**src/rtl/upload_pkg.sv**
```systemverilog
// upload_pkg: shared widths, FSM encoding and default timeout for the upload arbiter
package upload_pkg;
  localparam int BYTE_W = 8;
  localparam int SRCID_W = 8;
  localparam int DEF_TIMEOUT_CYCLES = 1024;
  typedef enum logic {IDLE = 1'b0, GRANT = 1'b1} state_t;
endpackage

```
**src/rtl/upload_arbiter_if.sv**
```systemverilog
// upload_arbiter_if: per-source upload buses plus merged command-processor bus
interface upload_arbiter_if
  import upload_pkg::*;
#(
  parameter int NUM_SRC = 2
);
  logic [NUM_SRC-1:0] src_upload_req;
  logic [BYTE_W*NUM_SRC-1:0] src_upload_data;
  logic [SRCID_W*NUM_SRC-1:0] src_upload_source;
  logic [NUM_SRC-1:0] src_upload_valid;
  logic [NUM_SRC-1:0] src_upload_ready;
  logic upload_req;
  logic [BYTE_W-1:0] upload_data;
  logic [SRCID_W-1:0] upload_source;
  logic upload_valid;
  logic upload_ready;
  logic [NUM_SRC-1:0] grant_onehot;
  logic timeout_err;
  modport master (
    input src_upload_req, src_upload_data, src_upload_source, src_upload_valid, upload_ready,
    output src_upload_ready, upload_req, upload_data, upload_source, upload_valid, grant_onehot, timeout_err
  );
  modport slave (
    output src_upload_req, src_upload_data, src_upload_source, src_upload_valid, upload_ready,
    input src_upload_ready, upload_req, upload_data, upload_source, upload_valid, grant_onehot, timeout_err
  );
endinterface

```
**src/rtl/upload_arbiter_picker.sv**
```systemverilog
// rr_picker: combinational round-robin winner search starting just after i_last
module rr_picker #(
  parameter int N = 2,
  parameter int IW = (N > 1) ? $clog2(N) : 1
) (
  input  logic [N-1:0]  i_req,
  input  logic [IW-1:0] i_last,
  output logic [IW-1:0] o_win,
  output logic          o_any
);
  logic [IW-1:0] w_idx;
  // Scan farthest-first so the nearest requester after i_last overwrites the rest.
  always_comb begin
    o_win = i_last;
    w_idx = i_last;
    for (int k = N; k >= 1; k--) begin
      w_idx = IW'((int'(i_last) + k) % N);
      if (i_req[w_idx]) o_win = w_idx;
    end
  end
  assign o_any = |i_req;
endmodule

```
**src/rtl/upload_arbiter.sv**
```systemverilog
// upload_arbiter: packet-granular round-robin merge of NUM_SRC upload streams.
// Define UPLOAD_ARB_TIMEOUT_EN to force release of grants that stall for TIMEOUT_CYCLES.
module upload_arbiter
  import upload_pkg::*;
#(
  parameter int NUM_SRC = 2,
  parameter int TIMEOUT_CYCLES = DEF_TIMEOUT_CYCLES
) (
  input logic clk,
  input logic rst_n,
  upload_arbiter_if.master bus
);
  localparam int IW = $clog2(NUM_SRC);
  state_t r_state, w_next;
  logic [IW-1:0] r_grant, r_last, w_win;
  logic [NUM_SRC-1:0] w_cand, w_onehot;
  logic w_any, w_gnt, w_release, w_to;
  if (NUM_SRC < 2 || NUM_SRC > 8 || TIMEOUT_CYCLES < 1) begin : g_bad_param
    $error("upload_arbiter: parameter out of range");
  end
  rr_picker #(.N(NUM_SRC), .IW(IW)) u_pick (
    .i_req(w_cand), .i_last(r_last), .o_win(w_win), .o_any(w_any)
  );
  assign w_gnt = r_state == GRANT;
  assign w_onehot = NUM_SRC'(1) << r_grant;
  assign w_release = w_gnt & ~bus.src_upload_req[r_grant];
  always_comb begin
    bus.upload_req = w_gnt;
    bus.upload_valid = w_gnt & bus.src_upload_valid[r_grant];
    bus.upload_data = w_gnt ? BYTE_W'(bus.src_upload_data >> (BYTE_W * r_grant)) : '0;
    bus.upload_source = w_gnt ? SRCID_W'(bus.src_upload_source >> (SRCID_W * r_grant)) : '0;
    bus.src_upload_ready = (w_gnt & bus.upload_ready) ? w_onehot : '0;
    bus.grant_onehot = w_gnt ? w_onehot : '0;
    w_next = w_gnt ? ((w_release | w_to) ? IDLE : GRANT) : (w_any ? GRANT : IDLE);
  end
  always_ff @(posedge clk or negedge rst_n) begin
    if (!rst_n) begin
      r_state <= IDLE;
      r_grant <= '0;
      r_last <= IW'(NUM_SRC - 1);
    end else begin
      r_state <= w_next;
      if (!w_gnt && w_any) r_grant <= w_win;
      if (w_gnt && w_next == IDLE) r_last <= r_grant;
    end
  end
`ifdef UPLOAD_ARB_TIMEOUT_EN
  localparam int CW = $clog2(TIMEOUT_CYCLES + 1);
  logic [CW-1:0] r_cnt;
  logic [NUM_SRC-1:0] r_mask;
  logic r_to_err, w_xfer;
  assign w_xfer = bus.upload_valid & bus.upload_ready;
  assign w_to = w_gnt & ~w_xfer & (r_cnt == CW'(TIMEOUT_CYCLES - 1));
  assign w_cand = bus.src_upload_req & ~r_mask;
  assign bus.timeout_err = r_to_err;
  // A timed-out source stays masked until it lets go of its request.
  always_ff @(posedge clk or negedge rst_n) begin
    if (!rst_n) begin
      r_cnt <= '0;
      r_mask <= '0;
      r_to_err <= 1'b0;
    end else begin
      r_cnt <= (w_gnt && !w_xfer && !w_to) ? r_cnt + 1'b1 : '0;
      r_mask <= (r_mask | (w_to ? w_onehot : '0)) & bus.src_upload_req;
      r_to_err <= w_to;
    end
  end
`else
  assign w_to = 1'b0;
  assign w_cand = bus.src_upload_req;
  assign bus.timeout_err = 1'b0;
`endif
endmodule

```
**src/flat_wrapper.sv**
```systemverilog
// flat-port wrapper written by rule: the top's interface ports become plain ports
module upload_arbiter_flat import upload_pkg::*;
#(
  parameter int NUM_SRC = 2,
  parameter int TIMEOUT_CYCLES = DEF_TIMEOUT_CYCLES
)
  (clk, rst_n, bus_src_upload_req, bus_src_upload_data, bus_src_upload_source, bus_src_upload_valid, bus_upload_ready, bus_src_upload_ready, bus_upload_req, bus_upload_data, bus_upload_source, bus_upload_valid, bus_grant_onehot, bus_timeout_err);
  upload_arbiter_if #(.NUM_SRC(NUM_SRC)) bus_i ();
  input logic clk;
  input logic rst_n;
  input wire logic [$bits(bus_i.src_upload_req)-1:0] bus_src_upload_req;
  input wire logic [$bits(bus_i.src_upload_data)-1:0] bus_src_upload_data;
  input wire logic [$bits(bus_i.src_upload_source)-1:0] bus_src_upload_source;
  input wire logic [$bits(bus_i.src_upload_valid)-1:0] bus_src_upload_valid;
  input wire logic [$bits(bus_i.upload_ready)-1:0] bus_upload_ready;
  output wire logic [$bits(bus_i.src_upload_ready)-1:0] bus_src_upload_ready;
  output wire logic [$bits(bus_i.upload_req)-1:0] bus_upload_req;
  output wire logic [$bits(bus_i.upload_data)-1:0] bus_upload_data;
  output wire logic [$bits(bus_i.upload_source)-1:0] bus_upload_source;
  output wire logic [$bits(bus_i.upload_valid)-1:0] bus_upload_valid;
  output wire logic [$bits(bus_i.grant_onehot)-1:0] bus_grant_onehot;
  output wire logic [$bits(bus_i.timeout_err)-1:0] bus_timeout_err;
  assign bus_i.src_upload_req = bus_src_upload_req;
  assign bus_i.src_upload_data = bus_src_upload_data;
  assign bus_i.src_upload_source = bus_src_upload_source;
  assign bus_i.src_upload_valid = bus_src_upload_valid;
  assign bus_i.upload_ready = bus_upload_ready;
  assign bus_src_upload_ready = bus_i.src_upload_ready;
  assign bus_upload_req = bus_i.upload_req;
  assign bus_upload_data = bus_i.upload_data;
  assign bus_upload_source = bus_i.upload_source;
  assign bus_upload_valid = bus_i.upload_valid;
  assign bus_grant_onehot = bus_i.grant_onehot;
  assign bus_timeout_err = bus_i.timeout_err;
  upload_arbiter #(.NUM_SRC(NUM_SRC), .TIMEOUT_CYCLES(TIMEOUT_CYCLES)) u_core (.clk(clk), .rst_n(rst_n), .bus(bus_i));
endmodule
```
**config.mk**
```make
export PLATFORM = sky130hd
export DESIGN_NAME = upload_arbiter_flat
export DESIGN_NICKNAME = d
export VERILOG_FILES = /design/src/rtl/upload_pkg.sv /design/src/rtl/upload_arbiter_if.sv /design/src/rtl/upload_arbiter_picker.sv /design/src/rtl/upload_arbiter.sv /design/src/flat_wrapper.sv
export SDC_FILE = /design/constraint.sdc
export NUM_CORES = 1
export LEC_CHECK = 0
export BUFFER_PORTS_ARGS = -buffer_cell sky130_fd_sc_hd__clkbuf_2
export CAP_MARGIN = 20
export CORE_AREA = 2 2 41 43
export CTS_CLUSTER_DIAMETER = 120
export DETAILED_ROUTE_END_ITERATION = 10
export DIE_AREA = 0 0 43 45
export PLACE_DENSITY_LB_ADDON = 0.12
export RECOVER_POWER = 50
export SLEW_MARGIN = 5
export SYNTH_ARGS = -nofsm -noshare
export SYNTH_HDL_FRONTEND = slang
export SYNTH_SLANG_ARGS = --single-unit
```
**constraint.sdc**
```tcl
create_clock -name clk -period 1.4 [get_ports clk]
set_input_delay 0.14 -clock clk [delete_from_list [all_inputs] [get_ports clk]]
set_output_delay 0.14 -clock clk [all_outputs]
set_load 0.02 [all_outputs]
```
Yosys cells after proc, flatten, opt, wreduce, memory -nomap -nowiden
Cells that the tools add are included.
Widths: inputs -> output; s select.
Word-level totals
  output and inout bits: 23
  input port bits: 39
  flip-flop bits (word level): 3
Cells by class
  magnitude comparators: 3
  shift-type cells: 3
  reduce and logical (&&, ||, !) cells: 4
  add/sub/neg operators: 2
  multiplexer cells: 17
  bitwise operators: 5
Operator list (count)
  $shr 16x4->8: 2
  $mux 8: 2
  $mux 1: 13
  $lt 1x2->1 const B: 3
  $mux 2: 2
  $and 1x1->1: 3
  $add 1x1->1 const B: 2
  $logic_and 1x1->1: 2
  $not 1->1: 2
  $reduce_or 2->1: 1
  $shl 1x1->2 const A: 1
  $logic_not 1->1: 1

Longest topological paths before layout
Gate-level depths: netlist (run 1).
  depth in word-level cells: 8
  depth in mapped cells: 4
  gate-level depth less buffers: 3

Cells and area by module
Synthesis (run 1) repeated with hierarchy kept, for this count alone.
Second synthesis, totals
  cell total of the unflattened synthesis: 62
  area, all modules: 531.8 µm²
By module, submodules not included
  upload_arbiter: seq. area each 76.3 µm², instances 1, cells an instance 59, area each 516.7 µm²
  rr_picker: seq. area each 0.0 µm², instances 1, cells an instance 3, area each 15.0 µm²

Least setup slack after synthesis (run 1)
Ideal clock, no wire load.
  kind: register to output
  from: register u_core.r_state, in the netlist u_core.bus.upload_req
  to: output bus_src_upload_ready[0]
  arrival: 1.175 ns
  buffers on the path: 0
  required time: 1.260 ns
  cell stages (with the launch flop): 4
  setup slack: 0.085 ns
  cell sequence: dfrtp_1 inv_2 nor2_1 and2_1
Between the ends
  cells in the longest elaborated chain, start to end: 2
Ends and longest elaborated chain
  from (decl): RTL line upload_arbiter.sv:14  | state_t r_state, w_next;
  from (signal assigned): RTL line upload_arbiter.sv:42  | r_state <= w_next;
  $and 1x1->1: RTL line upload_arbiter.sv:32  | bus.src_upload_ready = (w_gnt & bus.upload_ready) ? w_onehot : '0;
  $mux 2: RTL line upload_arbiter.sv:32
  to (decl): RTL line flat_wrapper.sv:16  | output wire logic [$bits(bus_i.src_upload_ready)-1:0] bus_src_upload_ready;
No other way between the ends.

Final worst setup path (run 1)
  from: register u_core.r_grant
  to: output bus_upload_source[6]
Between the ends
  cells in the longest elaborated chain, start to end: 2
Ends and longest elaborated chain
  from (decl): RTL line upload_arbiter.sv:15  | logic [IW-1:0] r_grant, r_last, w_win;
  from (signal assigned): RTL line upload_arbiter.sv:43  | if (!w_gnt && w_any) r_grant <= w_win;
  $shr 16x4->8: RTL line upload_arbiter.sv:31  | bus.upload_source = w_gnt ? SRCID_W'(bus.src_upload_source >> (SRCID_W * r_grant)) : '0;
  $mux 8: RTL line upload_arbiter.sv:31
  to (decl): RTL line flat_wrapper.sv:19  | output wire logic [$bits(bus_i.upload_source)-1:0] bus_upload_source;
No other way between the ends.

==> results of run 1 <==
-- metal layers --
| layer | vias to the layer above | routed length, um | GRT usage |
|---|---|---|---|
| met2 | 39 | 706 | 0.239 |
| li1 | 326 | - | - |
| met5 | - | 0 | 0 |
| met4 | 0 | 0 | 0.0727 |
| met1 | 270 | 507 | 0.161 |
| met3 | 0 | 145 | 0.0200 |
-- per-stage QoR --
step / utilization / setup slack (ps) / instance area (um2) / TNS, ps
6_report: 0.565 / 53.7 / 832 / 0
5_1_grt: 0.565 / -28.9 / 832 / -146
4_1_cts: 0.538 / 3.87 / 792 / 0
3_5_place_dp: 0.508 / 175 / 747 / 0
3_3_place_gp: 0.508 / 186 / 747 / 0
2_1_floorplan: - / 85.3 / 470 / 0
-- worst min path at each step --
stage          slack, ps                         endpoint             startpoint
2_1_floorplan       -160  u_core.bus.upload_req$_DFF_PN0_                  rst_n
3_3_place_gp         -60  u_core.bus.upload_req$_DFF_PN0_                  rst_n
3_5_place_dp         -60  u_core.bus.upload_req$_DFF_PN0_                  rst_n
4_1_cts              170        u_core.r_last$_DFFE_PN1P_  bus_src_upload_req[0]
5_1_grt              200        u_core.r_last$_DFFE_PN1P_  bus_src_upload_req[0]
6_report             190        u_core.r_last$_DFFE_PN1P_  bus_src_upload_req[0]
-- cell families (layout without fill, tap and decap cells) --
kind of cell	count (synthesis)	after routing	synth area share
AOI/OAI and AO/OA	4	4	0.0532
buffers and inverters	7	73	0.165
DFF	3	3	0.162
muxes	18	18	0.383
other	1	1	0.00797
and+or+nand+nor	26	26	0.229
-- sequential cells by signal (all words and copies together), names as in the netlist --
| name | flops |
|---|---|
| u_core.r_last | 1 |
| u_core.r_grant | 1 |
| u_core.bus.upload_req | 1 |
-- timing repair --
| item | CTS | global route |
|---|---|---|
| hold endpoints to repair | 3 | 0 |
| hold buffers | 1 | 0 |
| setup endpoints to repair | 15 | 16 |
| resized for setup | 3 | 13 |
| setup buffers | 0 | 3 |
-- layout make-up --
type | instances | share of cell area
flip-flops and latches | 3 | 0.0947
well taps | 16 | 0.0241
inverters | 1 | 0.00451
repair buffers | 68 | 0.457
clock buffers | 4 | 0.0316
multi-input cells | 49 | 0.388
-- critical path, delay by kind of cell (launching register included) --
kind	cells	cell delay, ps
and+or+nand+nor	1	60
DFF	1	400
muxes	1	210
buffers and inverters	2	300
-- cell usage in the layout, fill, tap and decap left out, types with 2 or more instances in the layout --
master     n
clkbuf_2  53
clkbuf_1   2
buf_4      8
dfrtp_2    2
mux2i_1   17
nor2_1    18
and2_1     2
buf_2      3
clkbuf_4   3
nand2_1    3
-- power groups by stage --
stage	clock (mW)	combinational, mW	sequential, mW
2_1_floorplan	0	0.765	0.158
3_3_place_gp	0	0.906	0.174
3_5_place_dp	0	0.909	0.175
4_1_cts	0.159	0.930	0.183
5_1_grt	0.170	1.10	0.186
6_report	0.149	1.02	0.177
==> results by group, run 1 <==
Setup path
  – Setup crit end kind: output pin
  – Slowest CP cell: dfrtp_2
  – Crit start category: register
  – Crit path DAT: 1210 ps
  – Worst path required time: 1260 ps
  – CP max stage delay: 400 ps
  – Crit Path Class: register to output pin
  – Crit path from: u_core.r_grant$_DFFE_PN0P_
  – R2r startpoint: u_core.bus.upload_req$_DFF_PN0_
  – R2r setup slk: 310 ps
  – CP Capture Point: bus_upload_source[6]
  – Critical R2R Capture: u_core.r_grant$_DFFE_PN0P_
  – Crit path max fanout: 10
  – R2R cell count: 4
  – Worst-path cell chain: buf_8 > mux2i_2 > nor2_1 > buf_4

Pwr
  – Flop pwr share: 0.132
  – Net Sw Frac: 0.469
  – Total power: 1.34 mW
  – P_sw: 0.630 mW
  – Clock share of power: 0.111
  – VDD IR max: 0.679 mV
  – Combinational share of power: 0.757
  – Pleak: 0.512 nW
  – Cell-internal power: 0.715 mW
  – Power Density: 1620 nW/um2

Global route
  – First-pass GRT wire length: 2.06 mm
  – Pin count of the biggest net entering global routing: 12
  – GR Overflow Total: 0
  – Vias in the first global route: 548
  – Antenna violations before repair: 0
  – Total GRT Usage: 0.136

Logic synthesis
  – Synth area leaders: mux2i_1 (38%), nor2_1 (15%), dfrtp_1 (11%)
  – Synth async-reset ratio: 1.00
  – Sequential share of the synthesized area: 0.162
  – Netlist Area Pre-Place: 470 um2
  – Seq cells post-synth: 3
  – Cells after synthesis: 59
  – Most used DFF post-synth: dfrtp_1
  – Distinct cells, synth: 18
  – Number of synthesized flops with an enable pin: 0
  – Synth area leader: mux2i_1
  – Avg Synthesized Cell Area: 7.97 um2
  – Commonest cells in the netlist: nor2_1 (19), mux2i_1 (18), nand2_1 (3)
  – Total number of yosys warnings: 0
  – Most frequent cell after synthesis: nor2_1
  – Top cell type's share of synthesized area: 0.383
  – Syn nets: 98

Die
  – Die Area: 1940 um2
  – Area of the core: 1470 um2
  – Starting Density: 0.320
  – Die Height: 45 um
  – Row cnt: 14
  – Die X: 43 um
  – IO Pins: 62

Clock network
  – Clock Tree Buf Depth: 2
  – Root Buffer: clkbuf_4
  – CTS buffer count: 3
  – CTS Sinks: 3
  – Clock slew at reported path FFs: 40 ps
  – CTS HTree Levels: 1
  – Clk_lat worst skew: 230 ps
  – CTS tree: done

Timing
  – Finish-stage setup viols: 0
  – Max Clock Skew: 1.33 ps
  – Hold Vio Cnt, Final: 0
  – Fin crit share: 0.962
  – FMAX: 743 MHz
  – RSZ-0062 raised after global routing: true
  – Final hold slack: 186 ps
  – Min Clock Period, post-route: 1350 ps
  – Fin. max-slew vios: 0

Final layout
  – Post-Layout Cell Count: 141
  – NumNets Final: 165
  – Area occupied by multi-input gates: 323 um2
  – Number of diodes: 0
  – Synthesis-to-finish area growth: 76.9%
  – Fill cells: 153
  – Share of cells above drive strength 1: 0.600
  – Reg area: 78.8 um2

Placement
  – GPL Wtd Cong: 0.714
  – Placed cell count: 133
  – Port Buf Inserts: 60
  – Hpwl dp: 1.13 mm

Route
  – Drt pass-1 iters: 4
  – DR WL/cell: 9.64 um
  – Total number of vias: 635
  – Iteration-0 DRC Markers: 6
  – Drt via density: 4.50
  – DRT Wirelength: 1.36 mm
  – DRT antenna net count: 0
  – # DRC: 0

Run status
  – Status: completed

Min path
  – Hold Crit Depth: 3
  – Worst hold path class: input port to register

Job
  – Max-cap viol count: 0
Note: power is estimated with default switching activity, not from simulation.
==> run 2, diff against run 1 <==
CORE_AREA = 2 2 43 45   (was 2 2 41 43)
DIE_AREA = 0 0 45 47   (was 0 0 43 45)
clock period = 1.3 ns   (was 1.4 ns; I/O delays follow)
==> results by group, run 2 (synthesis results as in run 1) <==
Run status
  – Status: complete, but fails checks
  – Violated checks: negative setup slack

Pwr
  – P_sw: 0.681 mW
  – Clock share of power: 0.108
  – VDD IR max: 0.897 mV
  – Net Sw Frac: 0.462
  – Power Density: 1740 nW/um2
  – Combinational share of power: 0.772
  – Flop pwr share: 0.121
  – Cell-internal power: 0.793 mW
  – Total power: 1.47 mW
  – Pleak: 0.520 nW

Route
  – # DRC: 0
  – Iteration-0 DRC Markers: 2
  – Drt via density: 4.35
  – DRT antenna net count: 0
  – Total number of vias: 609
  – DR WL/cell: 10.4 um
  – DRT Wirelength: 1.46 mm
  – Drt pass-1 iters: 4

Global route
  – Total GRT Usage: 0.119
  – Antenna violations before repair: 0
  – First-pass GRT wire length: 1.87 mm
  – Vias in the first global route: 483
  – Pin count of the biggest net entering global routing: 24
  – GR Overflow Total: 0

Die
  – Die Height: 47 um
  – Die Area: 2120 um2
  – IO Pins: 62
  – Starting Density: 0.285
  – Area of the core: 1650 um2
  – Die X: 45 um
  – Row cnt: 15

Setup path
  – Worst path required time: 1170 ps
  – Crit path max fanout: 11
  – Crit start category: register
  – Crit path DAT: 1230 ps
  – Setup crit end kind: output pin
  – Crit Path Class: register to output pin

Job
  – Max-cap viol count: 0

Placement
  – Hpwl dp: 1.14 mm
  – Placed cell count: 133
  – Area after DPL: 756 um2
  – Dpl ws: 178 ps
  – GPL Wtd Cong: 0.714
  – Port Buf Inserts: 60

Timing
  – Min Clock Period, post-route: 1360 ps
  – RSZ-0062 raised after global routing: true
  – Fin. max-slew vios: 0
  – FMAX: 736 MHz
  – Finish-stage setup viols: 16
  – Hold Vio Cnt, Final: 0
  – Final Worst Setup Slack: -59.5 ps
  – Fin crit share: 1.05
  – Max Clock Skew: 0.592 ps

Final layout
  – Post-Layout Cell Count: 140
  – Core Util, Final: 0.512
  – Post-route cell area: 846 um2
  – Leading cell types in the layout, fill and taps excluded: clkbuf_2 (41), mux2i_1 (18), nor2_1 (18), buf_2 (13), buf_4 (7)
  – Synthesis-to-finish area growth: 79.8%
  – Most common cell after layout, fill and taps aside: clkbuf_2
  – NumNets Final: 163
  – Number of diodes: 0
  – Share of cells above drive strength 1: 0.585

Clock network
  – Clock Tree Buf Depth: 2
  – CTS Sinks: 3
  – Clk_lat worst skew: 230 ps
  – CTS tree: done
  – CTS HTree Levels: 1
  – Root Buffer: clkbuf_4
  – Clock slew at reported path FFs: 40 ps
  – CTS buffer count: 3

Min path
  – Worst hold path class: input port to register
-- run 2: cell type report --
class	count	area (um2)
inverter	1	3.75
multi-input combinational	49	322
fill	179	806
clock buffer	4	26.3
sequential	3	77.6
tap	17	21.3
timing repair buffer	66	395
-- run 2: critical path, stage by stage (launching register included) --
cell and delay (ps):
dfrtp_2 430, clkbuf_16 180, nor2_2 120, and2_4 140, clkbuf_8 130
-- run 2: power by group through the flow --
stage | logic [mW] | registers [mW] | clock network (mW)
after CTS | 1.06 | 0.165 | 0.164
after global routing | 1.22 | 0.182 | 0.169
final | 1.14 | 0.178 | 0.158
after floorplan | 0.829 | 0.170 | 0
after detailed placement | 1.03 | 0.172 | 0
after global placement | 1.02 | 0.172 | 0
-- run 2: routing by layer --
layer	wire length [um]	GRT usage	vias to the layer above
met5	0	0	-
met4	17	0.0529	0
met3	126	0.0308	2
met2	760	0.211	35
met1	556	0.134	250
li1	-	-	322
-- run 2: final timing paths --
check	endpoint	start	cells after the start	slack (ps)
min reg2reg	u_core.r_last$_DFFE_PN1P_	u_core.r_last$_DFFE_PN1P_	2	480
max in group asynchronous	u_core.r_last$_DFFE_PN1P_	rst_n	2	830
min	u_core.r_last$_DFFE_PN1P_	bus_src_upload_req[0]	3	170
max reg2reg	u_core.r_last$_DFFE_PN1P_	u_core.bus.upload_req$_DFF_PN0_	4	350
min in group asynchronous	u_core.bus.upload_req$_DFF_PN0_	rst_n	2	240
max	bus_src_upload_ready[0]	u_core.r_grant$_DFFE_PN0P_	4	-60
-- run 2: repair_timing --
action	4_1_cts	5_1_grt
gates cloned	0	1
buffers inserted	1	0
resized for setup	2	23
hold buffers	1	0
endpoints found under the hold margin	3	0
endpoints found under the setup margin	18	18
-- run 2: through the flow --
stage / hold WS, ps / setup TNS [ps]
global route: 188 / -1210
detailed placement: -70.4 / 0
global placement: -70.7 / 0
finish: 173 / -216
floorplan: -166 / 0
CTS: 169 / -482
